===== config.mk =====
export PLATFORM = sky130hd
export DESIGN_NAME = mult_booth_flat
export DESIGN_NICKNAME = d
export VERILOG_FILES = /design/src/rtl/cpu_arith_pkg.sv /design/src/rtl/mult_booth_if.sv /design/src/rtl/booth_step.sv /design/src/rtl/mult_booth.sv /design/src/flat_wrapper.sv
export SDC_FILE = /design/constraint.sdc
export NUM_CORES = 1
export LEC_CHECK = 0
export ABC_AREA = 0
export BUFFER_PORTS_ARGS = -buffer_cell sky130_fd_sc_hd__buf_2
export CAP_MARGIN = 20
export CORE_ASPECT_RATIO = 0.9
export CORE_MARGIN = 1.5
export CORE_UTILIZATION = 44
export DETAILED_ROUTE_END_ITERATION = 12
export HOLD_SLACK_MARGIN = 0.08
export PLACE_DENSITY = 0.65
export SYNTH_ARGS = -nofsm -noshare
export SYNTH_HDL_FRONTEND = slang
export SYNTH_HIERARCHICAL = 1
export SYNTH_SLANG_ARGS = --single-unit

===== constraint.sdc =====
create_clock -name clk -period 5.95 [get_ports clk]
set_clock_uncertainty 0.15 [all_clocks]
set_input_delay 0.8925 -clock clk [delete_from_list [all_inputs] [get_ports clk]]
set_output_delay 0.8925 -clock clk [all_outputs]
set_load 0.02 [all_outputs]

===== src/rtl/cpu_arith_pkg.sv =====
`default_nettype none
// +--------------------------------------------------------------------------+
// | Module   : cpu_arith_pkg                                                 |
// | Brief    : Shared types and constants for the multiplier and divider.    |
// | Revision : 1.0 - initial release                                         |
// +--------------------------------------------------------------------------+
package cpu_arith_pkg;

    typedef enum logic [1:0] {
        IDLE = 2'd0,
        CALC = 2'd1,
        DONE = 2'd2
    } arith_state_t;

    localparam int c_default_width = 32;

    // Bits needed to hold an iteration count running from width down to 0.
    function automatic int count_bits(input int width);
        return $clog2(width + 1);
    endfunction

    localparam int c_count_width = count_bits(c_default_width);

endpackage : cpu_arith_pkg
`default_nettype wire


===== src/rtl/mult_booth_if.sv =====
`default_nettype none
// +--------------------------------------------------------------------------+
// | Module   : mult_booth_if                                                 |
// | Brief    : Request/result bundle between a requester and mult_booth.     |
// | Revision : 1.0 - initial release                                         |
// +--------------------------------------------------------------------------+
interface mult_booth_if
    import cpu_arith_pkg::*;
#(
    parameter int WIDTH = c_default_width
) ();

    logic             start;
    logic [WIDTH-1:0] a;
    logic [WIDTH-1:0] b;
    logic             busy;
    logic             done;
    logic [WIDTH-1:0] hi;
    logic [WIDTH-1:0] lo;

    modport master (
        output start, a, b,
        input  busy, done, hi, lo
    );

    modport slave (
        input  start, a, b,
        output busy, done, hi, lo
    );

endinterface : mult_booth_if
`default_nettype wire


===== src/rtl/booth_step.sv =====
`default_nettype none
// +--------------------------------------------------------------------------+
// | Module   : booth_step                                                    |
// | Brief    : One radix-2 Booth iteration: add/sub of M, then arith shift.  |
// | Revision : 1.0 - initial release                                         |
// +--------------------------------------------------------------------------+
module booth_step
    import cpu_arith_pkg::*;
#(
    parameter int WIDTH = c_default_width
) (
    input  logic [WIDTH:0]   acc,
    input  logic [WIDTH-1:0] q,
    input  logic             q_1,
    input  logic [WIDTH:0]   m,
    output logic [WIDTH:0]   acc_next,
    output logic [WIDTH-1:0] q_next,
    output logic             q_1_next
);

    logic [WIDTH:0] w_sum;

    always_comb begin
        w_sum = acc;
        case ({q[0], q_1})
            2'b01:   w_sum = acc + m;
            2'b10:   w_sum = acc - m;
            default: w_sum = acc;
        endcase
    end

    // Arithmetic right shift of the concatenation {sum, q, q_1}.
    assign acc_next = {w_sum[WIDTH], w_sum[WIDTH:1]};
    assign q_next   = {w_sum[0], q[WIDTH-1:1]};
    assign q_1_next = q[0];

endmodule : booth_step
`default_nettype wire


===== src/rtl/mult_booth.sv =====
`default_nettype none
// +--------------------------------------------------------------------------+
// | Module   : mult_booth                                                    |
// | Brief    : Sequential signed radix-2 Booth multiplier, WIDTH+1 latency.  |
// |            Define MULT_ZERO_SKIP_EN to short-cut zero operands to DONE.  |
// | Revision : 1.0 - initial release                                         |
// +--------------------------------------------------------------------------+
module mult_booth
    import cpu_arith_pkg::*;
#(
    parameter int WIDTH = c_default_width
) (
    input  wire          clk,
    input  wire          reset,
    mult_booth_if.slave  bus
);

    localparam int COUNT_W = (count_bits(WIDTH) > c_count_width) ? count_bits(WIDTH)
                                                                 : c_count_width;

    arith_state_t      r_state;
    arith_state_t      w_state_next;

    logic [WIDTH:0]    r_acc;
    logic [WIDTH-1:0]  r_q;
    logic              r_q_1;
    logic [WIDTH:0]    r_m;
    logic [COUNT_W-1:0] r_count;
    logic [WIDTH-1:0]  r_hi;
    logic [WIDTH-1:0]  r_lo;

    logic [WIDTH:0]    w_acc_next;
    logic [WIDTH-1:0]  w_q_next;
    logic              w_q_1_next;
    logic              w_last_step;
    logic              w_zero_skip;

`ifdef MULT_ZERO_SKIP_EN
    assign w_zero_skip = (bus.a == '0) || (bus.b == '0);
`else
    assign w_zero_skip = 1'b0;
`endif

    assign w_last_step = (r_count == COUNT_W'(1));

    booth_step #(
        .WIDTH    (WIDTH)
    ) u_booth_step (
        .acc      (r_acc),
        .q        (r_q),
        .q_1      (r_q_1),
        .m        (r_m),
        .acc_next (w_acc_next),
        .q_next   (w_q_next),
        .q_1_next (w_q_1_next)
    );

    always_ff @(posedge clk or negedge reset) begin
        if (!reset) begin
            r_state <= IDLE;
        end else begin
            r_state <= w_state_next;
        end
    end

    always_comb begin
        w_state_next = r_state;
        case (r_state)
            IDLE: begin
                if (bus.start) begin
                    w_state_next = w_zero_skip ? DONE : CALC;
                end
            end
            CALC: begin
                if (w_last_step) begin
                    w_state_next = DONE;
                end
            end
            DONE:    w_state_next = IDLE;
            default: w_state_next = IDLE;
        endcase
    end

    always_ff @(posedge clk or negedge reset) begin
        if (!reset) begin
            r_acc   <= '0;
            r_q     <= '0;
            r_q_1   <= 1'b0;
            r_m     <= '0;
            r_count <= '0;
            r_hi    <= '0;
            r_lo    <= '0;
        end else begin
            case (r_state)
                IDLE: begin
                    if (bus.start && w_zero_skip) begin
                        r_hi <= '0;
                        r_lo <= '0;
                    end else if (bus.start) begin
                        r_m     <= {bus.a[WIDTH-1], bus.a};
                        r_acc   <= '0;
                        r_q     <= bus.b;
                        r_q_1   <= 1'b0;
                        r_count <= COUNT_W'(WIDTH);
                    end
                end
                CALC: begin
                    r_acc   <= w_acc_next;
                    r_q     <= w_q_next;
                    r_q_1   <= w_q_1_next;
                    r_count <= r_count - COUNT_W'(1);
                    // The final step's shifted {A,Q} is the product; capture it directly.
                    if (w_last_step) begin
                        r_hi <= w_acc_next[WIDTH-1:0];
                        r_lo <= w_q_next;
                    end
                end
                default: begin
                end
            endcase
        end
    end

    assign bus.busy = (r_state == CALC);
    assign bus.done = (r_state == DONE);
    assign bus.hi   = r_hi;
    assign bus.lo   = r_lo;

endmodule : mult_booth
`default_nettype wire


===== src/flat_wrapper.sv =====
// flat-port wrapper written by rule: the top's interface ports become plain ports
module mult_booth_flat import cpu_arith_pkg::*;
#(
    parameter int WIDTH = c_default_width
)
  (clk, reset, bus_start, bus_a, bus_b, bus_busy, bus_done, bus_hi, bus_lo);
  mult_booth_if #(.WIDTH(WIDTH)) bus_i ();
  input  wire clk;
  input  wire reset;
  input wire logic [$bits(bus_i.start)-1:0] bus_start;
  input wire logic [$bits(bus_i.a)-1:0] bus_a;
  input wire logic [$bits(bus_i.b)-1:0] bus_b;
  output wire logic [$bits(bus_i.busy)-1:0] bus_busy;
  output wire logic [$bits(bus_i.done)-1:0] bus_done;
  output wire logic [$bits(bus_i.hi)-1:0] bus_hi;
  output wire logic [$bits(bus_i.lo)-1:0] bus_lo;
  assign bus_i.start = bus_start;
  assign bus_i.a = bus_a;
  assign bus_i.b = bus_b;
  assign bus_busy = bus_i.busy;
  assign bus_done = bus_i.done;
  assign bus_hi = bus_i.hi;
  assign bus_lo = bus_i.lo;
  mult_booth #(.WIDTH(WIDTH)) u_core (.clk(clk), .reset(reset), .bus(bus_i));
endmodule

; Word level (Yosys, flattened, before mapping)
; Index checks and enable logic that the tools add are counted.
[word_totals]
ff_bits = 170
out_inout_bits = 66
wordCells = 36
[classes]
add_sub_neg = 3
eq_ne = 7
muxes = 12
n_reduce_logical = 6
[op_table]
columns = cell, count
row1 = 33-bit case mux with 2 select lines, 2
row2 = 32-bit case mux with 2 select lines, 1
row3 = 33-bit adder, 1
row4 = 33-bit 2-to-1 mux, 1
row5 = 33-bit subtractor, 1
row6 = 32-bit 2-to-1 mux, 1
row7 = 6-bit case mux with 2 select lines, 1
row8 = 2-bit AND reduction, 4
row9 = "6-bit by 1-bit == test with 1-bit output, second input constant", 1
row10 = 6-bit 2-to-1 mux, 1
row11 = "6-bit by 1-bit subtractor with 6-bit output, second input constant", 1
row12 = "2-bit by 1-bit == test with 1-bit output, second input constant", 2
row13 = "2-bit == test, second input constant", 2
row14 = 2-bit 2-to-1 mux, 2
row15 = 2-bit case mux with 2 select lines, 1
row16 = 2-bit zero test, 1
row17 = "2-bit by 1-bit != test with 1-bit output, second input constant", 1
row18 = "2-bit != test, second input constant", 1
row19 = 1-bit case mux with 2 select lines, 1
row20 = 2-bit nonzero test, 1
row21 = 1-bit 2-to-1 mux, 1

; Depth between registers and ports, before layout
; Gate-level depths: netlist of the first run.
[depth]
ltp_word = 3
depth_mapped = 19

; Modules after synthesis
; Netlist of the first run, hierarchy kept.
[by_module_without_submodules]
columns = module, n_inst, cells_per_inst, area_per_inst_um2, seq_area_each_um2
row1 = mult_booth, 1, 565, 7043.0, 4254.1
row2 = booth_step, 1, 500, 3323.2, 0.0

; Least setup slack after synthesis of the first run
; OpenSTA, ideal clock, no wires.
[synth_timing]
path_kind = register to register
from = reg u_core.r_m[3]
to = reg u_core.r_acc[32]
setup_time_ns = 0.065
arrival_time_ns = 3.845
setup_slack_ns = 1.890
stages_incl_launch_ff = 18
period_less_slack_ns = 4.060
cell_sequence = dfrtp_1 -> nor4_1 -> nand3_1 -> nor2_1 -> nand2_1 -> nor4_1 -> nor2_1 -> xnor2_1 -> ha_1 -> nand2_1 -> nor3_1 -> nand2_1 -> a211oi_1 -> nor3_2 -> a221o_1 -> a2111oi_2 -> buf_4 -> a22o_1
[synth_via]
elab_chain_cells = 3
word_cells_on_any_way = 4
[synth_rtl]
columns = element, line_no
row1 = start: declaration, mult_booth.sv:27  ; logic [WIDTH:0] r_m;
row2 = start signal: assignment, mult_booth.sv:100  ; r_m <= {bus.a[WIDTH-1], bus.a};
row3 = 33-bit subtractor or 33-bit adder (tied branches), "booth_step.sv:27, booth_step.sv:26"
row4 = 33-bit case mux with 2 select lines (*), booth_step.sv:25  ; case ({q[0], q_1})
row5 = net u_core.w_acc_next[31], mult_booth.sv:32  ; logic [WIDTH:0] w_acc_next;
row6 = 33-bit case mux with 2 select lines (*), mult_booth.sv:94  ; case (r_state)
row7 = end signal: assignment, mult_booth.sv:108  ; r_acc <= w_acc_next;
row8 = end: declaration, mult_booth.sv:24  ; logic [WIDTH:0] r_acc;
; The timed path passes the listed nets; every way through them passes the cells marked *.
; A chain may end at the register's enable or synchronous reset.

; Worst setup path after layout of the first run
[layout_timing]
from = reg u_core.r_m[2]
to = reg u_core.r_hi[31], in the netlist u_core/bus.hi[31]
[layout_via]
elab_chain_cells = 2
word_cells_on_any_way = 3
[layout_rtl]
columns = element, line_no
row1 = 33-bit subtractor or 33-bit adder (tied branches), "booth_step.sv:27, booth_step.sv:26"
row2 = 33-bit case mux with 2 select lines (*), booth_step.sv:25
row3 = net u_core.w_acc_next[31], mult_booth.sv:32
row4 = end signal: assignment, mult_booth.sv:114  ; r_hi <= w_acc_next[WIDTH-1:0];
row5 = end: declaration, mult_booth.sv:29  ; logic [WIDTH-1:0] r_hi;
; Marks and branches as above.

==> results.md, run 1 <==
* Initial antenna violation count at 0
* Final Hold Fails at 0
* Clock Tree Buf Depth at 2
* PortBufs at ~130
* Clk_lat worst skew at about 430 ps
* Post-CTS setup buffers at 0
* First-pass GRT wire length at roughly 42 mm
* # hold bufs at CTS at 0
* Post-synth EDFFs at 0
* Final Max Slew Viols at 0
* Setup slack, reg-to-reg at 920 ps
* Worst Setup Start Kind: flip-flop
* Nets at 1240
* DRT Pass-1 Iters at 6
* CTS Buf Count at 17
* Critical Path End Type: flip-flop
* Post-route DRC at 0
* Tmin final at approximately 5000 ps
* Die Y at 148.6 um
* Worst EP arrival at roughly 5300 ps
* Critical Path RT at 6170 ps
* FF-to-FF End: u_core/bus.hi[31]
* CTS root buf: clkbuf_16
* Setup_tns at 0 ps
* Via Count at 8071
* Synthesis Warnings at 6
* Vias in the first global route at approximately 7800
* Final Util at 49.81%
* Final wirelength at 25.32 mm
* IO Pins at 133
* Share of layout cells above drive strength 1 at a little under a quarter
* Resize count post-CTS at 0
* HP Class: in -> async
* Outcome: completed
* Main synth FF type: dfrtp_1
* Kind of critical path: reg -> reg
* Syn_nets at 1169
* DPL Wire Length at 17.11 mm
* Overflow after GRT at 0
* Highest Clock Rate at ~200 MHz
* Crit-path max FO at 7
* Tot GR Track Use at a little over a fifth
* Clock Sinks at between 150 and 200
* RSZ-0062 raised after global routing: false
* Row count at 53
* Maximum Capacitance Violations at 0
* H-Tree Depth at 4
* CTS tree: yes
* DRT iter0 DRCs at 546
* Fin crit share at 84.51%
* Routed WL per cell at between 15 and 20 um
* Post-synthesis async set-or-reset flop share at 100.0%
* Diodes inserted at 0
* Mapped Area at about 10000 um^2
* Die Wd at between 150 and 200 um
* Initial core utilization at 44.66%
* DR vias/cell at 5.562
* Worst Max-Slew Pin Slew at 833.6 ps
* Clock transition at the registers of the reported paths at 70 ps
* Post-route ant nets at 0
* Yosys cell types at 72
* Area growth syn-to-layout at 11.51%
* Syn Area/Cell at 9.734 um^2
* Yosys reg bits at 170
* Count of final setup violators at 0
* Gpl congestion at 0.8513
* Area of the die at 24490 um^2
* Relative slew slack at approximately 44%
* Post-synthesis instance total at 1065
* Core footprint at roughly 23000 um^2
* FF-to-FF Start: u_core/r_m[2]
* Crit. Startpoint: u_core/r_m[2]
* Largest net degree at the start of global routing at 68
* FF-to-FF path depth at 15
* Register area share after synthesis at roughly two fifths
-- cells by family after synthesis --
kind of cell             count (synthesis)  share of synthesized area [%]
multiplexers                            73                          9.632
adder cells (fa/ha/maj)                 37                          4.538
AO/OA/AOI/OAI                          298                          18.77
XOR/XNOR                                53                          4.623
AND/OR/NAND/NOR                        316                          14.99
flip-flops                             170                          41.04
buffers and inverters                  118                          6.409
-- cell usage after synthesis, drive strengths merged, types with 12 or more instances --
master,count,share of area (%)
ha,36,4.3
a21oi,79,3.8
mux2,67,9.1
nor3,16,1.0
a22o,34,2.9
a31oi,12,0.72
dfrtp,170,41
a22oi,32,2.3
nor2b,38,2.3
nor2,51,1.8
nand3,13,0.63
buf,63,4.4
nand2,152,5.5
o21ai,77,3.7
clkbuf,30,1.1
inv,24,0.87
a21o,15,1.1
xnor2,44,3.8
-- how the worst max path moves through the flow --
stage | endpoint | slack (ps) | cells after the start
after floorplan | u_core/r_acc[32] | 1890 | 17
after global placement | u_core/bus.hi[31] | 1310 | 16
after detailed placement | u_core/bus.hi[31] | 1050 | 15
after CTS | u_core/bus.hi[31] | 1020 | 15
after global routing | u_core/bus.hi[31] | 450 | 15
final | u_core/bus.hi[31] | 920 | 15
-- state kept, by name, indices dropped and copies added, names as in the netlist --
signal / cells
u_core/r_q_1: 1
u_core/r_acc: 33
u_core/bus.lo: 32
u_core/r_state: 2
u_core/bus.hi: 32
u_core/r_m: 32
u_core/r_count: 6
u_core/r_q: 32
-- layer usage --
metal  part of all wire (%)  vias to the layer above  global-route usage, %
li1                       -                     3905                      -
met3                    4.0                       17                  3.932
met2                     44                      183                  32.08
met4                    1.1                        0                  4.865
met1                     50                     3966                  32.37
met5                      0                        -                      0
-- worst max-delay path, cell delays in order, from the launching register on --
cell	delay [ps]
dfrtp_1	430
nor4_1	600
nand3_1	130
nor2_1	460
and3_2	330
a21oi_1	90
xnor2_1	130
ha_1	370
inv_2	70
nor3_1	300
nand2_1	100
a211oi_1	530
nor3_2	200
a221o_1	380
a2111oi_2	460
mux2_2	230
-- area by class of cell --
cell class                 instances  area [um^2]
clock inverter                    15        167.7
multi-input combinational        777         5456
inverter                          25        93.84
tap                              302        377.9
clock buffer                      17        425.4
timing repair buffer             145        784.5
fill                            2181        11650
sequential                       170         4254
-- metrics by stage --
stage	instance area, um^2	setup WS [ps]	hold slack [ps]	instances
2_1_floorplan	10370	1890	300.6	1065
3_3_place_gp	10940	1310	319.8	1418
3_5_place_dp	10940	1048	325.3	1418
4_1_cts	11530	1024	308.6	1450
5_1_grt	11560	445.7	328.8	1451
6_report	11560	921.5	288.8	1451
-- cell usage in the layout, fill, tap and decap left out, types with 7 or more instances in the layout --
cell type and count:
o21ai_0 72, nor4_1 7, xnor2_1 43, clkbuf_16 17
a21oi_1 79, dfrtp_1 170, buf_4 12, buf_2 131
mux2_2 18, nor2b_1 37, a22o_1 34, nor2_1 51
nor3_1 13, a31oi_1 12, a211oi_1 8, ha_1 36
a22oi_1 32, nand3_1 13, nand4_1 7, xor2_1 8
mux2_4 49, nand2_1 152, inv_1 22, a21o_1 15
Power of run 1 is not shown: default switching activity piles up to over one toggle a cycle in this logic, so the estimate is an artifact.
==> run 2: changes to the inputs <==
- clock period: 5.95 -> 4.9 ns (I/O delays scaled with it)
==> run 2 against run 1 <==
Compared with the run above: global-route usage is 0.063 points higher; setup slack worse by 520 ps; design area is 0.44% higher; first-iteration DRC count is 1.8% lower; maximum frequency is 12% higher; register-to-register slack worse by 520 ps; clock-buffer cell count stayed put; die area stayed put; critical path type unchanged; sequential share of layout area is 0.16 points lower; non-clock buffer count is 4 higher; worst hold slack worse by 100 ps; final cell count is 0.34% higher.
==> results.md, run 2 (synthesis gave the netlist of run 1 again) <==
* Outcome: completed
* Vias in the first global route at around 7900
* Via Count at 8027
* Largest register FFs at 33
* Area of the die at 24490 um^2
* Worst hold-check slack at between 150 and 200 ps
* DR vias/cell at between 5 and 6
* DPL Wire Length at between 15 and 20 mm
* Die Wd at 164.8 um
* DRT Pass-1 Iters at 4
* Initial antenna violation count at 1
* H-Tree Depth at 4
* Routed WL per cell at 17.43 um
* Final worst setup slack at 401.2 ps
* Post-route ant nets at 0
* Clock Sinks at 170
* Multi-input logic area at 5468 um^2
* Area growth syn-to-layout at 12.01%
* Clk_lat worst skew at 430 ps
* Post-DP Area at 10990 um^2
* Initial core utilization at roughly 45%
* Most frequent cells in the layout: 170 x dfrtp_1, 152 x nand2_1, 131 x buf_2, 79 x a21oi_1, 72 x o21ai_0
* CTS tree: yes
* Worst Max-Slew Pin Slew at 791.6 ps
* PortBufs at 132
* # fillers at between 2000 and 2500
* Largest net degree at the start of global routing at 89
* Post-CTS setup buffers at 0
* First-pass GRT wire length at 41.81 mm
* Clock transition at the registers of the reported paths at 70 ps
* Critical Path End Type: flip-flop
* Count of final setup violators at 0
* Crit-path max FO at 9
* Critical Path RT at 5110 ps
* Dpl ws at 283.9 ps
* Worst EP arrival at 4710 ps
* Final Hold Fails at 0
* Worst Setup Start Kind: flip-flop
* HP Class: in -> async
* Commonest non-fill, non-tap cell in the layout: dfrtp_1
* Fin crit share at between 90% and 100%
* Tmin final at ~4500 ps
* Fin area at 11610 um^2
* CTS root buf: clkbuf_16
* FF-to-FF path depth at 17
* Maximum Capacitance Violations at 0
* Kind of critical path: reg -> reg
* RSZ-0062 raised after global routing: false
* Gpl congestion at 0.8822
* FF-to-FF Start: u_core/r_m[0]
* Setup slack, reg-to-reg at ~400 ps
* Register area at 4254 um^2
* Overflow after GRT at 0
* Die Y at 148.6 um
* Final wirelength at 25.38 mm
* Highest Clock Rate at 222.3 MHz
* FF-to-FF End: u_core/bus.hi[31]
* Post-route DRC at 0
* Share of layout cells above drive strength 1 at between 20% and 30%
* IO Pins at roughly 130
* Core footprint at 23210 um^2
* Resize count post-CTS at 0
* Row count at 53
* Setup_tns at 0 ps
* CTS Buf Count at 17
* Most flops, register: u_core/r_acc
* Nets at 1244
* Final Max Slew Viols at 0
* Clock Tree Buf Depth at 2
* # hold bufs at CTS at 0
* Tot GR Track Use at 21.61%
* DRT iter0 DRCs at about 540
* Relative slew slack at 47.23%
==> run 2: worst max-delay path: stages, from the launching register on <==
cell       delay (ps)
dfrtp_1           430
inv_1              80
ha_1              160
nor3b_2           330
and4b_4           370
and3_2            240
and3_1            220
nor2_1             70
xnor2_1           120
ha_1              420
nand2_1           190
nor2_1            140
a21oi_1           160
nor2_1            220
nor3_1             80
a221o_1           370
a2111oi_2         440
mux2_2            230
==> run 2: per-layer routing <==
layer	GRT usage, %	part of all wire, %
met1	31.97	51
met2	32.98	45
met3	3.681	3.9
met4	4.820	0.92
met5	0	0
==> run 2: worst max-delay path by stage <==
stage	start	end	cells after the start
after floorplan	u_core/r_m[3]	u_core/r_acc[32]	17
after global placement	u_core/r_m[2]	u_core/bus.hi[31]	16
after detailed placement	u_core/r_m[2]	u_core/bus.hi[31]	16
after CTS	u_core/r_m[2]	u_core/bus.hi[31]	16
after global routing	u_core/r_m[0]	u_core/bus.hi[31]	17
final	u_core/r_m[0]	u_core/bus.hi[31]	17
==> run 2: cell type report <==
| type | count | area share [%] |
|---|---|---|
| diodes | 1 | 0.02155 |
| clock buffers | 17 | 3.664 |
| clock inverters | 15 | 1.573 |
| inverters | 25 | 0.8082 |
| multi-input cells | 777 | 47.09 |
| flip-flops and latches | 170 | 36.64 |
| well taps | 302 | 3.254 |
| repair buffers | 149 | 6.950 |
==> run 2: stage by stage <==
stage	utilization, %	std cells
after floorplan	-	1065
after global placement	47.35	1423
after detailed placement	47.35	1423
after CTS	49.97	1455
after global routing	50.03	1456
final	50.03	1456
Power of run 2 is left out for the same reason.
==> run 3: changes to the inputs <==
- BUFFER_PORTS_ARGS: -buffer_cell sky130_fd_sc_hd__buf_2 -> unset
- CAP_MARGIN: 20 -> unset
- DONT_BUFFER_PORTS: unset -> 1
- PLACE_DENSITY: 0.65 -> 0.61
==> run 3 against run 2 <==
Compared with the run above: utilization shrank 2.8 points; non-clock buffer count down 129; register-to-register slack gained 96 ps; highest routed layer unchanged; largest cell class unchanged; critical path depth down 1; clock-buffer cell count did not move; worst hold slack got worse by 120 ps.
==> results.md, run 3 (synthesis gave the netlist of run 1 again) <==
* Outcome: completed
* Most flops, register: u_core/r_acc
* Via Count at 7501
* Clk_lat worst skew at roughly 440 ps
* Post-CTS setup buffers at 0
* Area of the die at 24490 um^2
* HP Class: in -> async
* CP delay by family, top: simple AND/OR/NAND/NOR gates
* Row count at 53
* CP max stage delay at 440 ps
* Share of layout cells above drive strength 1 at between 10 and 15%
* Post-route DRC at 0
* Final Max Slew Viols at 0
* Routed WL per cell at between 15 and 20 um
* Largest register FFs at 33
* DRT Pass-1 Iters at 5
* Final Hold Fails at 0
* Critical Path End Type: flip-flop
* Kind of critical path: reg -> reg
* Area growth syn-to-layout at 5.709%
* Relative slew slack at 26.78%
* CTS tree: yes
* Final wirelength at about 25 mm
* Worst Max-Slew Pin Slew at 1098 ps
* Clock Sinks at 170
* Final worst setup slack at ~500 ps
* Die Y at 148.6 um
* DR vias/cell at about 5.7
* Nets at 1115
* Fin crit share at about nine tenths
* Initial core utilization at 44.66%
* CP Buf/Inv Count at 2
* Worst Setup Start Kind: flip-flop
* IO Pins at 133
* Commonest non-fill, non-tap cell in the layout: dfrtp_1
* PortBufs at 0
* CTS Buf Count at 17
* Initial antenna violation count at 0
* Tmin final at 4403 ps
* Post-route ant nets at 0
* Overflow after GRT at 0
* Critical Path RT at 5120 ps
* Worst EP arrival at 4620 ps
* Highest Clock Rate at 227.1 MHz
* Vias in the first global route at 7313
* Crit-path max FO at 5
* Die Wd at roughly 160 um
* Core footprint at roughly 23000 um^2
* Critical-path cell list: nor4_1 > buf_4 > nand3_1 > nor2_1 > and3_2 > a21oi_1 > xnor2_1 > ha_1 > inv_2 > nor3_1 > nand2_1 > a211oi_2 > nor3_2 > a221o_1 > a2111oi_2 > mux2_2
* Maximum Capacitance Violations at 0
* Most frequent cells in the layout: 170 x dfrtp_1, 152 x nand2_1, 79 x a21oi_1, 72 x o21ai_0, 51 x nor2_1
* Clock transition at the registers of the reported paths at 80 ps
* Setup_tns at 0 ps
* DPL Wire Length at 16.94 mm
* CTS root buf: clkbuf_16
* Clock Tree Buf Depth at 2
* Largest net degree at the start of global routing at 171
* Gpl congestion at 0.8651
* RSZ-0062 raised after global routing: false
* Crit-path slowest cell: dfrtp_1
* Tot GR Track Use at a little over a fifth
* Count of final setup violators at 0
* H-Tree Depth at 4
* First-pass GRT wire length at 40.62 mm
* DRT iter0 DRCs at 587
* Dpl ws at between 300 and 400 ps
==> run 3: final timing paths <==
| kind | start | to | slack, ps | cells after the start |
|---|---|---|---|---|
| worst max-delay path | u_core/r_m[2] | u_core/bus.hi[31] | 500 | 16 |
| worst min-delay path | reset | u_core/bus.hi[22] | 60 | 1 |
| worst max register to register | u_core/r_m[2] | u_core/bus.hi[31] | 500 | 16 |
| worst min register to register | u_core/r_count[5] | u_core/r_count[5] | 330 | 1 |
| max in group asynchronous | reset | u_core/r_m[18] | 3690 | 1 |
| min in group clk | bus_a[0] | u_core/r_m[0] | 250 | 2 |
==> run 3: worst register-to-register path, delay by kind of cell (launching register included) <==
family                   cells  cell delay (ps)
flip-flops                   1              440
AO/OA/AOI/OAI                4             1260
XOR/XNOR                     1              130
multiplexers                 1              230
buffers and inverters        2              260
AND/OR/NAND/NOR              7             1490
adder cells (fa/ha/maj)      1              370
==> run 3: layer usage <==
metal / wire length (um) / global-route usage (%) / part of all wire, % / up-vias
met5: 0 / 0 / 0 / -
met4: 227 / 4.640 / 0.90 / 0
met3: 1252 / 4.127 / 5.0 / 14
met2: 11080 / 31.53 / 44 / 166
met1: 12670 / 31.63 / 50 / 3672
li1: - / - / - / 3649
==> run 3: cell type report <==
cell class | count | area [um^2]
diodes | 1 | 2.502
clock buffers | 17 | 425.4
clock inverters | 15 | 172.7
fillers | 2179 | 12250
inverters | 25 | 93.84
multi-input cells | 777 | 5461
flip-flops and latches | 170 | 4254
well taps | 302 | 377.9
repair buffers | 20 | 170.2
==> run 3: repair_timing <==
action                                  CTS  global route
endpoints found under the hold margin   170             0
gates resized for setup                   0             1
endpoints found under the setup margin    0             4
hold buffers                              1             0
==> run 3: through the flow <==
| stage | hold WS [ps] | std cells | utilization (%) | cell area (um^2) |
|---|---|---|---|---|
| after floorplan | 289.4 | 1065 | - | 10370 |
| after global placement | 299.8 | 1293 | 44.49 | 10320 |
| after detailed placement | 297.1 | 1293 | 44.49 | 10320 |
| after CTS | 228.8 | 1326 | 47.18 | 10950 |
| after global routing | 243.1 | 1326 | 47.20 | 10960 |
| final | 63.97 | 1327 | 47.21 | 10960 |
Power of run 3 is left out for the same reason.
